`src/rtl/spi_bus_arbiter_if.sv`:
```
`default_nettype none
// +--------------------------------------------------------------------+
// | spi_bus_arbiter_if: requester and SPI-master signals of the arbiter |
// | Rev 1.0                                                             |
// +--------------------------------------------------------------------+
interface spi_bus_arbiter_if #(
  parameter int DATA_W = 8
);
  logic              req0;
  logic              start0;
  logic              cs_end0;
  logic [DATA_W-1:0] mosi0;
  logic              grant0;
  logic              busy0;

  logic              req1;
  logic              start1;
  logic              cs_end1;
  logic [DATA_W-1:0] mosi1;
  logic              grant1;
  logic              busy1;

  logic [DATA_W-1:0] miso;
  logic              spi_start;
  logic              spi_cs_end;
  logic [DATA_W-1:0] spi_mosi;
  logic              spi_busy;
  logic [DATA_W-1:0] spi_miso;
  logic              drop_err;

  // master: the arbiter itself; slave: the requesters plus the SPI master
  modport master (
    input  req0, start0, cs_end0, mosi0,
    input  req1, start1, cs_end1, mosi1,
    input  spi_busy, spi_miso,
    output grant0, busy0, grant1, busy1,
    output miso, spi_start, spi_cs_end, spi_mosi, drop_err
  );

  modport slave (
    output req0, start0, cs_end0, mosi0,
    output req1, start1, cs_end1, mosi1,
    output spi_busy, spi_miso,
    input  grant0, busy0, grant1, busy1,
    input  miso, spi_start, spi_cs_end, spi_mosi, drop_err
  );
endinterface
`default_nettype wire

```
`src/rtl/spi_bus_arbiter.sv`:
```
`default_nettype none
// +--------------------------------------------------------------------+
// | spi_bus_arbiter: round-robin sharing of one SPI master between two  |
// | requesters, switching owners only at chip-select boundaries.        |
// | Rev 1.0                                                             |
// +--------------------------------------------------------------------+
module spi_bus_arbiter #(
  parameter int DATA_W       = 8,
  parameter int HOLD_TIMEOUT = 1000,
  parameter int CNT_W        = 16
) (
  input  logic                   clk,
  input  logic                   rst,
  spi_bus_arbiter_if.master      bus
);

  typedef enum logic [1:0] {
    ST_IDLE  = 2'd0,
    ST_OWNED = 2'd1,
    ST_GAP   = 2'd2
  } state_t;

  localparam logic [CNT_W-1:0] C_HOLD_LAST = CNT_W'(HOLD_TIMEOUT - 1);

  state_t           r_state;
  logic             r_owner;
  logic             r_last_owner;
  logic             r_grant0;
  logic             r_grant1;
  logic             r_cs_open;
  logic             r_drop_err;
  logic [CNT_W-1:0] r_hold_cnt;

  logic              w_owned;
  logic              w_req_own;
  logic              w_req_oth;
  logic              w_start_own;
  logic              w_cs_end_own;
  logic [DATA_W-1:0] w_mosi_own;
  logic              w_spi_start;
  logic              w_cs_boundary;
  logic              w_drop;
  logic              w_pick;

  assign w_owned      = (r_state == ST_OWNED);
  assign w_req_own    = r_owner ? bus.req1    : bus.req0;
  assign w_req_oth    = r_owner ? bus.req0    : bus.req1;
  assign w_start_own  = r_owner ? bus.start1  : bus.start0;
  assign w_cs_end_own = r_owner ? bus.cs_end1 : bus.cs_end0;
  assign w_mosi_own   = r_owner ? bus.mosi1   : bus.mosi0;

  assign w_spi_start   = w_owned & w_start_own & ~bus.spi_busy;
  assign w_cs_boundary = ~r_cs_open & ~bus.spi_busy & ~w_spi_start;

  // A start is dropped if it comes from the non-owner or hits a busy master
  assign w_drop = (bus.start0 & ~r_grant0) | (bus.start1 & ~r_grant1) |
                  (w_owned & w_start_own & bus.spi_busy);

  // On a tie the requester that did not own the bus last wins
  assign w_pick = (bus.req0 & bus.req1) ? ~r_last_owner : bus.req1;

  assign bus.spi_start  = w_spi_start;
  assign bus.spi_cs_end = w_owned ? w_cs_end_own : 1'b1;
  assign bus.spi_mosi   = w_owned ? w_mosi_own : '0;
  assign bus.miso       = bus.spi_miso;
  assign bus.grant0     = r_grant0;
  assign bus.grant1     = r_grant1;
  assign bus.busy0      = r_grant0 ? bus.spi_busy : 1'b1;
  assign bus.busy1      = r_grant1 ? bus.spi_busy : 1'b1;
  assign bus.drop_err   = r_drop_err;

  always_ff @(posedge clk) begin
    if (rst) begin
      r_state      <= ST_IDLE;
      r_owner      <= 1'b0;
      r_last_owner <= 1'b1;
      r_grant0     <= 1'b0;
      r_grant1     <= 1'b0;
      r_cs_open    <= 1'b0;
      r_drop_err   <= 1'b0;
      r_hold_cnt   <= '0;
    end else begin
      if (w_drop) begin
        r_drop_err <= 1'b1;
      end
      if (w_spi_start) begin
        r_cs_open <= ~w_cs_end_own;
      end

      case (r_state)
        ST_IDLE: begin
          if (bus.req0 | bus.req1) begin
            r_owner    <= w_pick;
            r_grant0   <= ~w_pick;
            r_grant1   <= w_pick;
            r_hold_cnt <= '0;
            r_state    <= ST_OWNED;
          end
        end

        ST_OWNED: begin
          // An open frame (cs_open) blocks both voluntary and forced release
          if (w_cs_boundary && !w_req_own) begin
            r_state      <= ST_GAP;
            r_grant0     <= 1'b0;
            r_grant1     <= 1'b0;
            r_last_owner <= r_owner;
            r_hold_cnt   <= '0;
          end else if (w_cs_boundary && w_req_oth) begin
            if (r_hold_cnt == C_HOLD_LAST) begin
              r_state      <= ST_GAP;
              r_grant0     <= 1'b0;
              r_grant1     <= 1'b0;
              r_last_owner <= r_owner;
              r_hold_cnt   <= '0;
            end else begin
              r_hold_cnt <= r_hold_cnt + CNT_W'(1);
            end
          end else if (w_spi_start || !w_req_oth) begin
            r_hold_cnt <= '0;
          end
        end

        ST_GAP: begin
          r_state <= ST_IDLE;
        end

        default: begin
          r_state <= ST_IDLE;
        end
      endcase
    end
  end

endmodule
`default_nettype wire
```
`src/flat_wrapper.sv`:
```
// flat-port wrapper written by rule: the top's interface ports become plain ports
module spi_bus_arbiter_flat 
#(
  parameter int DATA_W       = 8,
  parameter int HOLD_TIMEOUT = 1000,
  parameter int CNT_W        = 16
)
  (clk, rst, bus_req0, bus_start0, bus_cs_end0, bus_mosi0, bus_req1, bus_start1, bus_cs_end1, bus_mosi1, bus_spi_busy, bus_spi_miso, bus_grant0, bus_busy0, bus_grant1, bus_busy1, bus_miso, bus_spi_start, bus_spi_cs_end, bus_spi_mosi, bus_drop_err);
  spi_bus_arbiter_if #(.DATA_W(DATA_W)) bus_i ();
  input  logic clk;
  input  logic rst;
  input wire logic [$bits(bus_i.req0)-1:0] bus_req0;
  input wire logic [$bits(bus_i.start0)-1:0] bus_start0;
  input wire logic [$bits(bus_i.cs_end0)-1:0] bus_cs_end0;
  input wire logic [$bits(bus_i.mosi0)-1:0] bus_mosi0;
  input wire logic [$bits(bus_i.req1)-1:0] bus_req1;
  input wire logic [$bits(bus_i.start1)-1:0] bus_start1;
  input wire logic [$bits(bus_i.cs_end1)-1:0] bus_cs_end1;
  input wire logic [$bits(bus_i.mosi1)-1:0] bus_mosi1;
  input wire logic [$bits(bus_i.spi_busy)-1:0] bus_spi_busy;
  input wire logic [$bits(bus_i.spi_miso)-1:0] bus_spi_miso;
  output wire logic [$bits(bus_i.grant0)-1:0] bus_grant0;
  output wire logic [$bits(bus_i.busy0)-1:0] bus_busy0;
  output wire logic [$bits(bus_i.grant1)-1:0] bus_grant1;
  output wire logic [$bits(bus_i.busy1)-1:0] bus_busy1;
  output wire logic [$bits(bus_i.miso)-1:0] bus_miso;
  output wire logic [$bits(bus_i.spi_start)-1:0] bus_spi_start;
  output wire logic [$bits(bus_i.spi_cs_end)-1:0] bus_spi_cs_end;
  output wire logic [$bits(bus_i.spi_mosi)-1:0] bus_spi_mosi;
  output wire logic [$bits(bus_i.drop_err)-1:0] bus_drop_err;
  assign bus_i.req0 = bus_req0;
  assign bus_i.start0 = bus_start0;
  assign bus_i.cs_end0 = bus_cs_end0;
  assign bus_i.mosi0 = bus_mosi0;
  assign bus_i.req1 = bus_req1;
  assign bus_i.start1 = bus_start1;
  assign bus_i.cs_end1 = bus_cs_end1;
  assign bus_i.mosi1 = bus_mosi1;
  assign bus_i.spi_busy = bus_spi_busy;
  assign bus_i.spi_miso = bus_spi_miso;
  assign bus_grant0 = bus_i.grant0;
  assign bus_busy0 = bus_i.busy0;
  assign bus_grant1 = bus_i.grant1;
  assign bus_busy1 = bus_i.busy1;
  assign bus_miso = bus_i.miso;
  assign bus_spi_start = bus_i.spi_start;
  assign bus_spi_cs_end = bus_i.spi_cs_end;
  assign bus_spi_mosi = bus_i.spi_mosi;
  assign bus_drop_err = bus_i.drop_err;
  spi_bus_arbiter #(.DATA_W(DATA_W), .HOLD_TIMEOUT(HOLD_TIMEOUT), .CNT_W(CNT_W)) u_core (.clk(clk), .rst(rst), .bus(bus_i));
endmodule
```
`config.mk`:
```
export PLATFORM = sky130hd
export DESIGN_NAME = spi_bus_arbiter_flat
export DESIGN_NICKNAME = d
export VERILOG_FILES = /design/src/rtl/spi_bus_arbiter_if.sv /design/src/rtl/spi_bus_arbiter.sv /design/src/flat_wrapper.sv
export SDC_FILE = /design/constraint.sdc
export NUM_CORES = 1
export LEC_CHECK = 0
export BUFFER_PORTS_ARGS = -buffer_cell sky130_fd_sc_hd__buf_4
export CELL_PAD_IN_SITES_DETAIL_PLACEMENT = 2
export CELL_PAD_IN_SITES_GLOBAL_PLACEMENT = 2
export CORE_AREA = 4 4 78 80
export DETAILED_ROUTE_END_ITERATION = 6
export DIE_AREA = 0 0 82 84
export MAX_ROUTING_LAYER = met4
export PLACE_DENSITY_LB_ADDON = 0.1
export SLEW_MARGIN = 20
export SYNTH_ARGS = -nofsm -noshare
export SYNTH_HDL_FRONTEND = slang
export SYNTH_SLANG_ARGS = --single-unit
```
`constraint.sdc`:
```
create_clock -name clk -period 4.1 [get_ports clk]
set_clock_uncertainty 0.1 [all_clocks]
set_input_delay 0 -clock clk [delete_from_list [all_inputs] [get_ports clk]]
set_output_delay 0 -clock clk [all_outputs]
set_load 0.02 [all_outputs]
```
Word-level counts from Yosys, hierarchy flattened

Index checks and enable logic that the tools add are counted.

Flip-flop bits (word level): 24
Logic and storage cells: 79
Output and inout port bits: 23
Input port bits: 33

$add $sub $neg: 1
Multiplexer cells: 31
Bitwise gates (word level): 19
Reductions and logical operators: 14
Equal/unequal tests: 6

Operators by type and width:

| cell                                            | number |
|---|---|
| two-way mux 16 bit                              | 5 |
| one-hot mux 16 bit (2 select lines)             | 1 |
| adder 16 x 1 -> 16 bit, second input constant   | 1 |
| == test 16 x 10 -> 1 bit, second input constant | 1 |
| two-way mux 1 bit                               | 16 |
| two-way mux 8 bit                               | 2 |
| AND reduction 3 bit                             | 3 |
| bitwise AND 1 bit                               | 8 |
| two-way mux 2 bit                               | 4 |
| NOT 1 bit                                       | 8 |
| != test 3 bit, second input constant            | 2 |
| nonzero test 2 bit                              | 3 |
| != test 4 bit, second input constant            | 1 |
| one-hot mux 1 bit (2 select lines)              | 2 |
| one-hot mux 2 bit (2 select lines)              | 1 |
| AND reduction 4 bit                             | 1 |
| bitwise OR 1 bit                                | 3 |
| == test 2 x 1 -> 1 bit, second input constant   | 1 |
| logical AND 1 bit                               | 2 |
| zero test 1 bit                                 | 2 |
| zero test 2 bit                                 | 1 |
| != test 2 x 1 -> 1 bit, second input constant   | 1 |
| AND reduction 2 bit                             | 1 |
| logical OR 1 bit                                | 1 |

Longest topological paths before layout

Gate-level depths: netlist of the first run.

Depth in word-level cells: 9
Gate-level depth with buffers: 8
Gate-level depth less buffers: 6

Worst setup path before layout of the first run

OpenSTA, ideal clock, no wires.

Kind: register to register
Start point: register u_core.r_hold_cnt[10]
End point: register u_core.r_hold_cnt[1]
Buffers on the path: 2
Period minus slack after synthesis: 2,136 ps
Library setup time: 126 ps
Data required time: 3,874 ps
Data arrival time: 1,910 ps
Cell stages (with the launch flop): 8
Setup slack: 1,964 ps
Cells stage by stage: dfxtp_1 or4_4 nor4_4 and4b_4 buf_6 buf_6 a22oi_4 nor2_2

Longest elaborated chain between the ends: 5

Ends and longest elaborated chain:

| what                                | RTL line               | text |
|---|---|---|
| start, declared                     | spi_bus_arbiter.sv:32  | `logic [CNT_W-1:0] r_hold_cnt;` |
| start signal, assigned              | spi_bus_arbiter.sv:117 | `r_hold_cnt <= r_hold_cnt + CNT_W'(1);` |
| == test 16 x 10 -> 1 bit            | spi_bus_arbiter.sv:110 | `if (r_hold_cnt == C_HOLD_LAST) begin` |
| two-way mux 16 bit                  | spi_bus_arbiter.sv:110 |  |
| two-way mux 16 bit                  | spi_bus_arbiter.sv:109 | `end else if (w_cs_boundary && w_req_oth) begin` |
| two-way mux 16 bit                  | spi_bus_arbiter.sv:103 | `if (w_cs_boundary && !w_req_own) begin` |
| one-hot mux 16 bit (2 select lines) | spi_bus_arbiter.sv:90  | `case (r_state)` |

Every way passes these cells.
A chain may end at the register's enable or synchronous reset.

Final worst setup path of the first run

Start point: register u_core.r_owner
End point: register u_core.r_hold_cnt[11]

Longest elaborated chain between the ends: 9
Elaborated cells between the ends (all ways): 17
Classes of those cells: 1 x eq/ne; 6 x mux; 4 x bitwise; 6 x reduce/logical

Ends and longest elaborated chain:

| what                                | RTL line               | text |
|---|---|---|
| start, declared                     | spi_bus_arbiter.sv:26  | `logic r_owner;` |
| start signal, assigned              | spi_bus_arbiter.sv:93  | `r_owner <= w_pick;` |
| two-way mux 1 bit                   | spi_bus_arbiter.sv:48  | `assign w_start_own = r_owner ? bus.start1 : bus.start0;` |
| bitwise AND 1 bit (2 in a row)      | spi_bus_arbiter.sv:52  | `assign w_spi_start = w_owned & w_start_own & ~bus.spi_busy;` |
| NOT 1 bit                           | spi_bus_arbiter.sv:53  | `assign w_cs_boundary = ~r_cs_open & ~bus.spi_busy & ~w_spi_start;` |
| bitwise AND 1 bit                   | spi_bus_arbiter.sv:53  |  |
| logical AND 1 bit                   | spi_bus_arbiter.sv:109 |  |
| two-way mux 16 bit                  | spi_bus_arbiter.sv:109 |  |
| two-way mux 16 bit                  | spi_bus_arbiter.sv:103 |  |
| one-hot mux 16 bit (2 select lines) | spi_bus_arbiter.sv:90  |  |

Parallel ways exist; a longest one is shown, timed or not.

==> metrics, run 1 <==
status complete, no violations; largest cells by area after synthesis dfxtp_1 (31%), mux2i_1 (7.8%), a21oi_1 (6.5%); Synth top area share 0.313; Post-CTS Setup Bufs 0; most frequent cell after synthesis dfxtp_1; Worst EP arrival 2.73 ns; std cell rows 27; critical path endpoint u_core.r_hold_cnt[11]; final setup fails 0; post-DR wirelength/cell 17.6 µm; I/O Pins 56; Worst Path Buf+Inv 1; first-pass GRT wire length 8750 µm; async set or reset register ratio after synthesis 0; Final Hold Vio Count 0; Final Worst Setup Slack 1.49 ns; area leader, netlist dfxtp_1; # diodes 0; core region area 5410 µm²; met2 Resource Use GR 0.278; number of max-cap violations 0; worst stage delay on the critical path 0.51 ns; Crit Path Max Fanout 30; Worst Reg2Reg Path Length in Cells 6; IO buf count 39; Post-Syn Nets 227; grt ovf 0; CTS tree built; startpoint types flop; Final HPWL DP 3860 µm; CTS sink cnt 24; pre-CTS setup slack 1.49 ns; Longest Clk Path Bufs 2; Min Hold Slack 0.0214 ns; DRC violations left 0; Crit path required time 4.22 ns; Post-DP Area 1810 µm²; synth unique cells 40; die footprint 6890 µm²; Starting Density 0.284; Final ANT Viol Nets 0; family with the most delay on the worst path simple AND/OR/NAND/NOR gates; busiest grt layer met2; Crit Path Class reg2reg; reg2reg start u_core.r_owner; clock root buffer clkbuf_8; Post-synth top flop dfxtp_1; register area share after synthesis 0.313; CTS resizes 0; Peak supply drop 153 µV; flops & latches, synth 24; fin. max-slew vios 0; GP Congestion 0.778; Post-synth top cells dfxtp_1 (24), a21oi_1 (20), nand2_1 (18), nor2_1 (16), a211oi_1 (13); 1st-pass router iterations 4; critical path, cell by cell buf_4 > mux2i_1 > and3_1 > and4b_4 > or3b_2 > a31oi_1; HP Class in2reg; proportion of layout cells with a drive suffix above 1 0.239; fmax 0.382 GHz; pwr/cell area 304 nW/µm²; design area 2010 µm²; Tot GR Track Use 0.165; r2r setup slk 1.49 ns; CTS buffer count 3; via count 1,604; Leakage 0.000737 µW; fin crit period 2.61 ns; routed vias/inst 5.31; synthesis-to-layout area growth 30.7%; Cell Count, Final, Fillers Out 302; r2r endpoint u_core.r_hold_cnt[11]; Slew HR 0.496; Post-synth EDFFs 0; vias in the first global route 1,721; CP Launch Point u_core.r_owner; met1 Track Usage GR 0.201; H-tree depth 1; Die Width 82 µm; Worst Max-Slew Pin Slew 0.749 ns; placed cell count 286; RSZ-0062 raised after global routing false; CTS clk-pin slew, worst paths 0.10 ns; Yosys warnings 0; pin count of the biggest net entering global routing 31; Mapped Area 1540 µm²; routed wire length 5330 µm; Final #Nets 265; Setup crit end kind flop; Fin Setup TNS 0 ns; Worst-Skew Late Latency 0.28 ns; Final Cycle Share 0.638; Crit path depth 6; Synth Area per Inst 7.95 µm²; initial drt markers 55; antenna violations before repair 0; CP max-delay cell and4b_4; GR Util met3 0.0281; Die Y 84 µm; Cells after Synth 193
registers in the layout, summed over array words and instances, names as in the netlist:
signal	cells
u_core.r_last_owner	1
u_core.r_cs_open	1
u_core.r_owner	1
u_core.bus.drop_err	1
u_core.r_state	2
u_core.bus.grant0	1
u_core.bus.grant1	1
u_core.r_hold_cnt	16
worst min path at each step:
stage	slack, ns	cells after the start	from	end
after floorplan	0.004	1	bus_spi_busy	bus_spi_start
after global placement	-0.1	0	bus_spi_miso[5]	bus_miso[5]
after detailed placement	-0.1	0	bus_spi_miso[5]	bus_miso[5]
after CTS	0.01	4	bus_req1	u_core.bus.grant0
after global routing	0.03	3	bus_req1	u_core.r_owner
final	0.02	4	bus_req1	u_core.bus.grant0
cells by family after synthesis:
logic type,Yosys count,synth area share
buffers and inverters,28,0.100
muxes,13,0.0856
DFF,24,0.313
adders and majority gates,1,0.00815
and+or+nand+nor,75,0.260
AOI/OAI and AO/OA,52,0.233
cell usage in the layout, fill, tap and decap left out, types with 2 or more instances in the layout:
| cell type | n |
|---|---|
| a211oi_1 | 13 |
| a21oi_1 | 20 |
| a31oi_1 | 4 |
| a41oi_1 | 4 |
| and3_1 | 5 |
| buf_4 | 41 |
| clkbuf_8 | 3 |
| dfxtp_1 | 24 |
| dlygate4sd3_1 | 12 |
| inv_1 | 8 |
| mux2i_1 | 12 |
| nand2_1 | 18 |
| nand2b_1 | 5 |
| nand3_1 | 12 |
| nor2_1 | 16 |
| nor2b_1 | 2 |
| nor3_1 | 5 |
| nor4_1 | 2 |
| o32ai_1 | 2 |
| or4_4 | 2 |
through the flow:
stage                util  total power [µW]
detailed placement  0.335               384
global placement    0.335               376
finish              0.371               610
floorplan               -               336
global route        0.371               642
CTS                 0.370               618
what timing repair did:
| action | CTS | global route |
|---|---|---|
| hold endpoints to repair | 13 | 0 |
| endpoints found under the setup margin | 0 | 0 |
| hold buffers | 12 | 0 |
power by group:
group          switching [µW]  internal [µW]
Sequential               4.77            239
Clock                    86.5            131
Combinational            84.8           64.1
cell type report:
type	instances	area, µm²
clock buffer	3	41.3
clock inverter	1	30.0
fill	623	3400
inverter	8	30.0
multi-input combinational	141	907
sequential	24	480
tap	72	90.1
timing repair buffer	53	428
routing by layer:
layer | up-vias | wire, µm
li1 | 772 | -
met4 | 0 | 54
met5 | - | 0
met1 | 773 | 2310
met3 | 7 | 336
met2 | 52 | 2630
worst register-to-register path, cell delays in order, from the launching register on:
cell and delay, ns:
dfxtp_1 0.32, buf_4 0.26, mux2i_1 0.44, and3_1 0.30, and4b_4 0.51, or3b_2 0.50
a31oi_1 0.13
Power figures use the tool's default switching activity.
==> run 2, diff against run 1 <==
- CORE_AREA: 4 4 78 80 -> 4 4 81 83
- DIE_AREA: 0 0 82 84 -> 0 0 85 87
- clock period: 4.1 -> 2.5 ns (I/O delays scaled with it)
==> run 2 against run 1 <==
Final cell count increased by 2.0%. Via count rose by 1.1%. Register-to-register slack got worse by 1.2 ns. Global-route usage fell by 1.3 points. Sequential share of layout area about the same. Total power rose by 45%. Non-clock buffer count grew 4. Die area is 7.4% higher. Utilization decreased by 2.9 points. First-iteration DRC count shrank 55%. Sequential power rose by 64%. Critical endpoint is now u_core.r_hold_cnt[4]. Largest cell class unchanged. Largest power group unchanged.
==> metrics, run 2 (same netlist as run 1, synthesis figures left out) <==
antenna violations before repair 0; CTS clk-pin slew, worst paths 0.09 ns; CTS buffer count 3; # diodes 0; CTS tree built; Worst EP arrival 2.26 ns; Clock Power Share 0.268; CP max-delay cell or4_4; fmax 0.452 GHz; fin. max-slew vios 0; Crit Path Max Fanout 30; RSZ-0062 raised after global routing false; pre-CTS setup slack 0.282 ns; HP Class in2reg; routed wire length 5250 µm; Crit Path Class reg2reg; r2r endpoint u_core.r_hold_cnt[4]; Worst Max-Slew Pin Slew 0.447 ns; fin crit period 2.21 ns; commonest cells after routing, fill and taps aside buf_4 (45), dfxtp_1 (24), a21oi_1 (20); Final Cycle Share 0.884; die footprint 7400 µm²; top routing layer in use met4; via count 1,621; Comb pwr share 0.279; core region area 5850 µm²; commonest non-fill, non-tap cell in the layout buf_4; Fin Setup TNS 0 ns; H-tree depth 1; Routed met1 length 2150 µm; Slew HR 0.700; number of flip-flops under the largest register name 16; Worst Reg2Reg Path Length in Cells 5; Worst-Skew Late Latency 0.27 ns; routed vias/inst 5.26; critical path, cell by cell or4_4 > nor4_4 > and4b_4 > a211oi_1 > nor3_1; critical path endpoint u_core.r_hold_cnt[4]; std cell rows 28; Peak supply drop 197 µV; DRC violations left 0; Post-CTS Setup Bufs 0; Final Worst Setup Slack 0.289 ns; I/O Pins 56; initial drt markers 25; P_int 608 µW; switching power 274 µW; met2 WL post-DR 2880 µm; Starting Density 0.262; Crit path required time 2.55 ns; Setup crit end kind flop; Tot GR Track Use 0.151; reg2reg start u_core.r_hold_cnt[10]; Final Hold Vio Count 0; proportion of layout cells with a drive suffix above 1 0.245; Met3 Wirelength 132 µm; pin count of the biggest net entering global routing 31; r2r setup slk 0.29 ns; vias in the first global route 1,779; 1st-pass router iterations 4; worst stage delay on the critical path 0.56 ns; status complete, no violations; grt ovf 0; IO buf count 39; Largest regs u_core.r_hold_cnt x16, u_core.r_state x2; clock root buffer clkbuf_8; synthesis-to-layout area growth 30.6%; Die Width 85 µm; CTS sink cnt 24; startpoint types flop; Final #Nets 269; Seq pwr share 0.453; number of max-cap violations 0; GP Congestion 0.740; Leakage 0.000743 µW; Fill cells 676; Longest Clk Path Bufs 2; Switching Share 0.311; Die Y 87 µm; pwr/cell area 440 nW/µm²; CP Launch Point u_core.r_hold_cnt[10]; first-pass GRT wire length 8810 µm; post-DR wirelength/cell 17.1 µm; final setup fails 0; Final ANT Viol Nets 0; register name with the most flops u_core.r_hold_cnt; Final HPWL DP 3920 µm
## run 2: cell types whose count changed in the layout (fill, tap and decap cells not counted), sizes merged
cell,change
buf,+4
bufinv,-1
## run 2: layout make-up
| type | instances | area [µm²] | area share |
|---|---|---|---|
| well taps | 75 | 93.8 | 0.0468 |
| repair buffers | 57 | 458 | 0.228 |
| flip-flops and latches | 24 | 480 | 0.240 |
| inverters | 8 | 30.0 | 0.0150 |
| multi-input cells | 141 | 901 | 0.449 |
| clock buffers | 3 | 41.3 | 0.0206 |
## run 2: what timing repair did
item                                   4_1_cts  5_1_grt
hold buffers                                12        0
endpoints found under the hold margin       12        0
resized for setup                            0        0
setup endpoints to repair                    0        0
## run 2: power groups by stage
| stage | Sequential (µW) | Clock, µW | Combinational [µW] |
|---|---|---|---|
| after floorplan | 411 | 0 | 140 |
| after global placement | 407 | 0 | 217 |
| after detailed placement | 408 | 0 | 225 |
| after CTS | 400 | 250 | 252 |
| after global routing | 401 | 268 | 270 |
| final | 399 | 237 | 246 |
## run 2: through the flow
step | instances | instance area, µm² | hold slack, ns | total power, µW | utilization
after floorplan | 193 | 1540 | 0.00389 | 552 | -
after global placement | 293 | 1840 | -0.0999 | 624 | 0.315
after detailed placement | 293 | 1840 | -0.0999 | 633 | 0.315
after CTS | 308 | 2000 | 0.00286 | 901 | 0.343
after global routing | 308 | 2000 | 0.0152 | 940 | 0.343
final | 308 | 2000 | 0.00175 | 882 | 0.343
## run 2: metal layers
layer | vias to the layer above | track usage
met4 | 0 | 0.0475
met1 | 806 | 0.162
met2 | 28 | 0.285
met5 | - | -
li1 | 780 | -
met3 | 7 | 0.0237
## run 2: worst max-delay path, delay by kind of cell, from the launching register on
kind	cells	cell delay, ns
AO/OA/AOI/OAI	1	0.25
AND/OR/NAND/NOR	4	1.36
flip-flops	1	0.38
## run 2: how the worst min path moves through the flow
stage / start / to / slack (ns) / depth (start not counted)
finish: bus_req0 / u_core.r_owner / 0.002 / 4
global route: bus_req0 / u_core.r_owner / 0.02 / 4
CTS: bus_req0 / u_core.r_owner / 0.003 / 4
detailed placement: bus_spi_miso[1] / bus_miso[1] / -0.1 / 0
global placement: bus_spi_miso[1] / bus_miso[1] / -0.1 / 0
floorplan: bus_spi_busy / bus_spi_start / 0.004 / 1
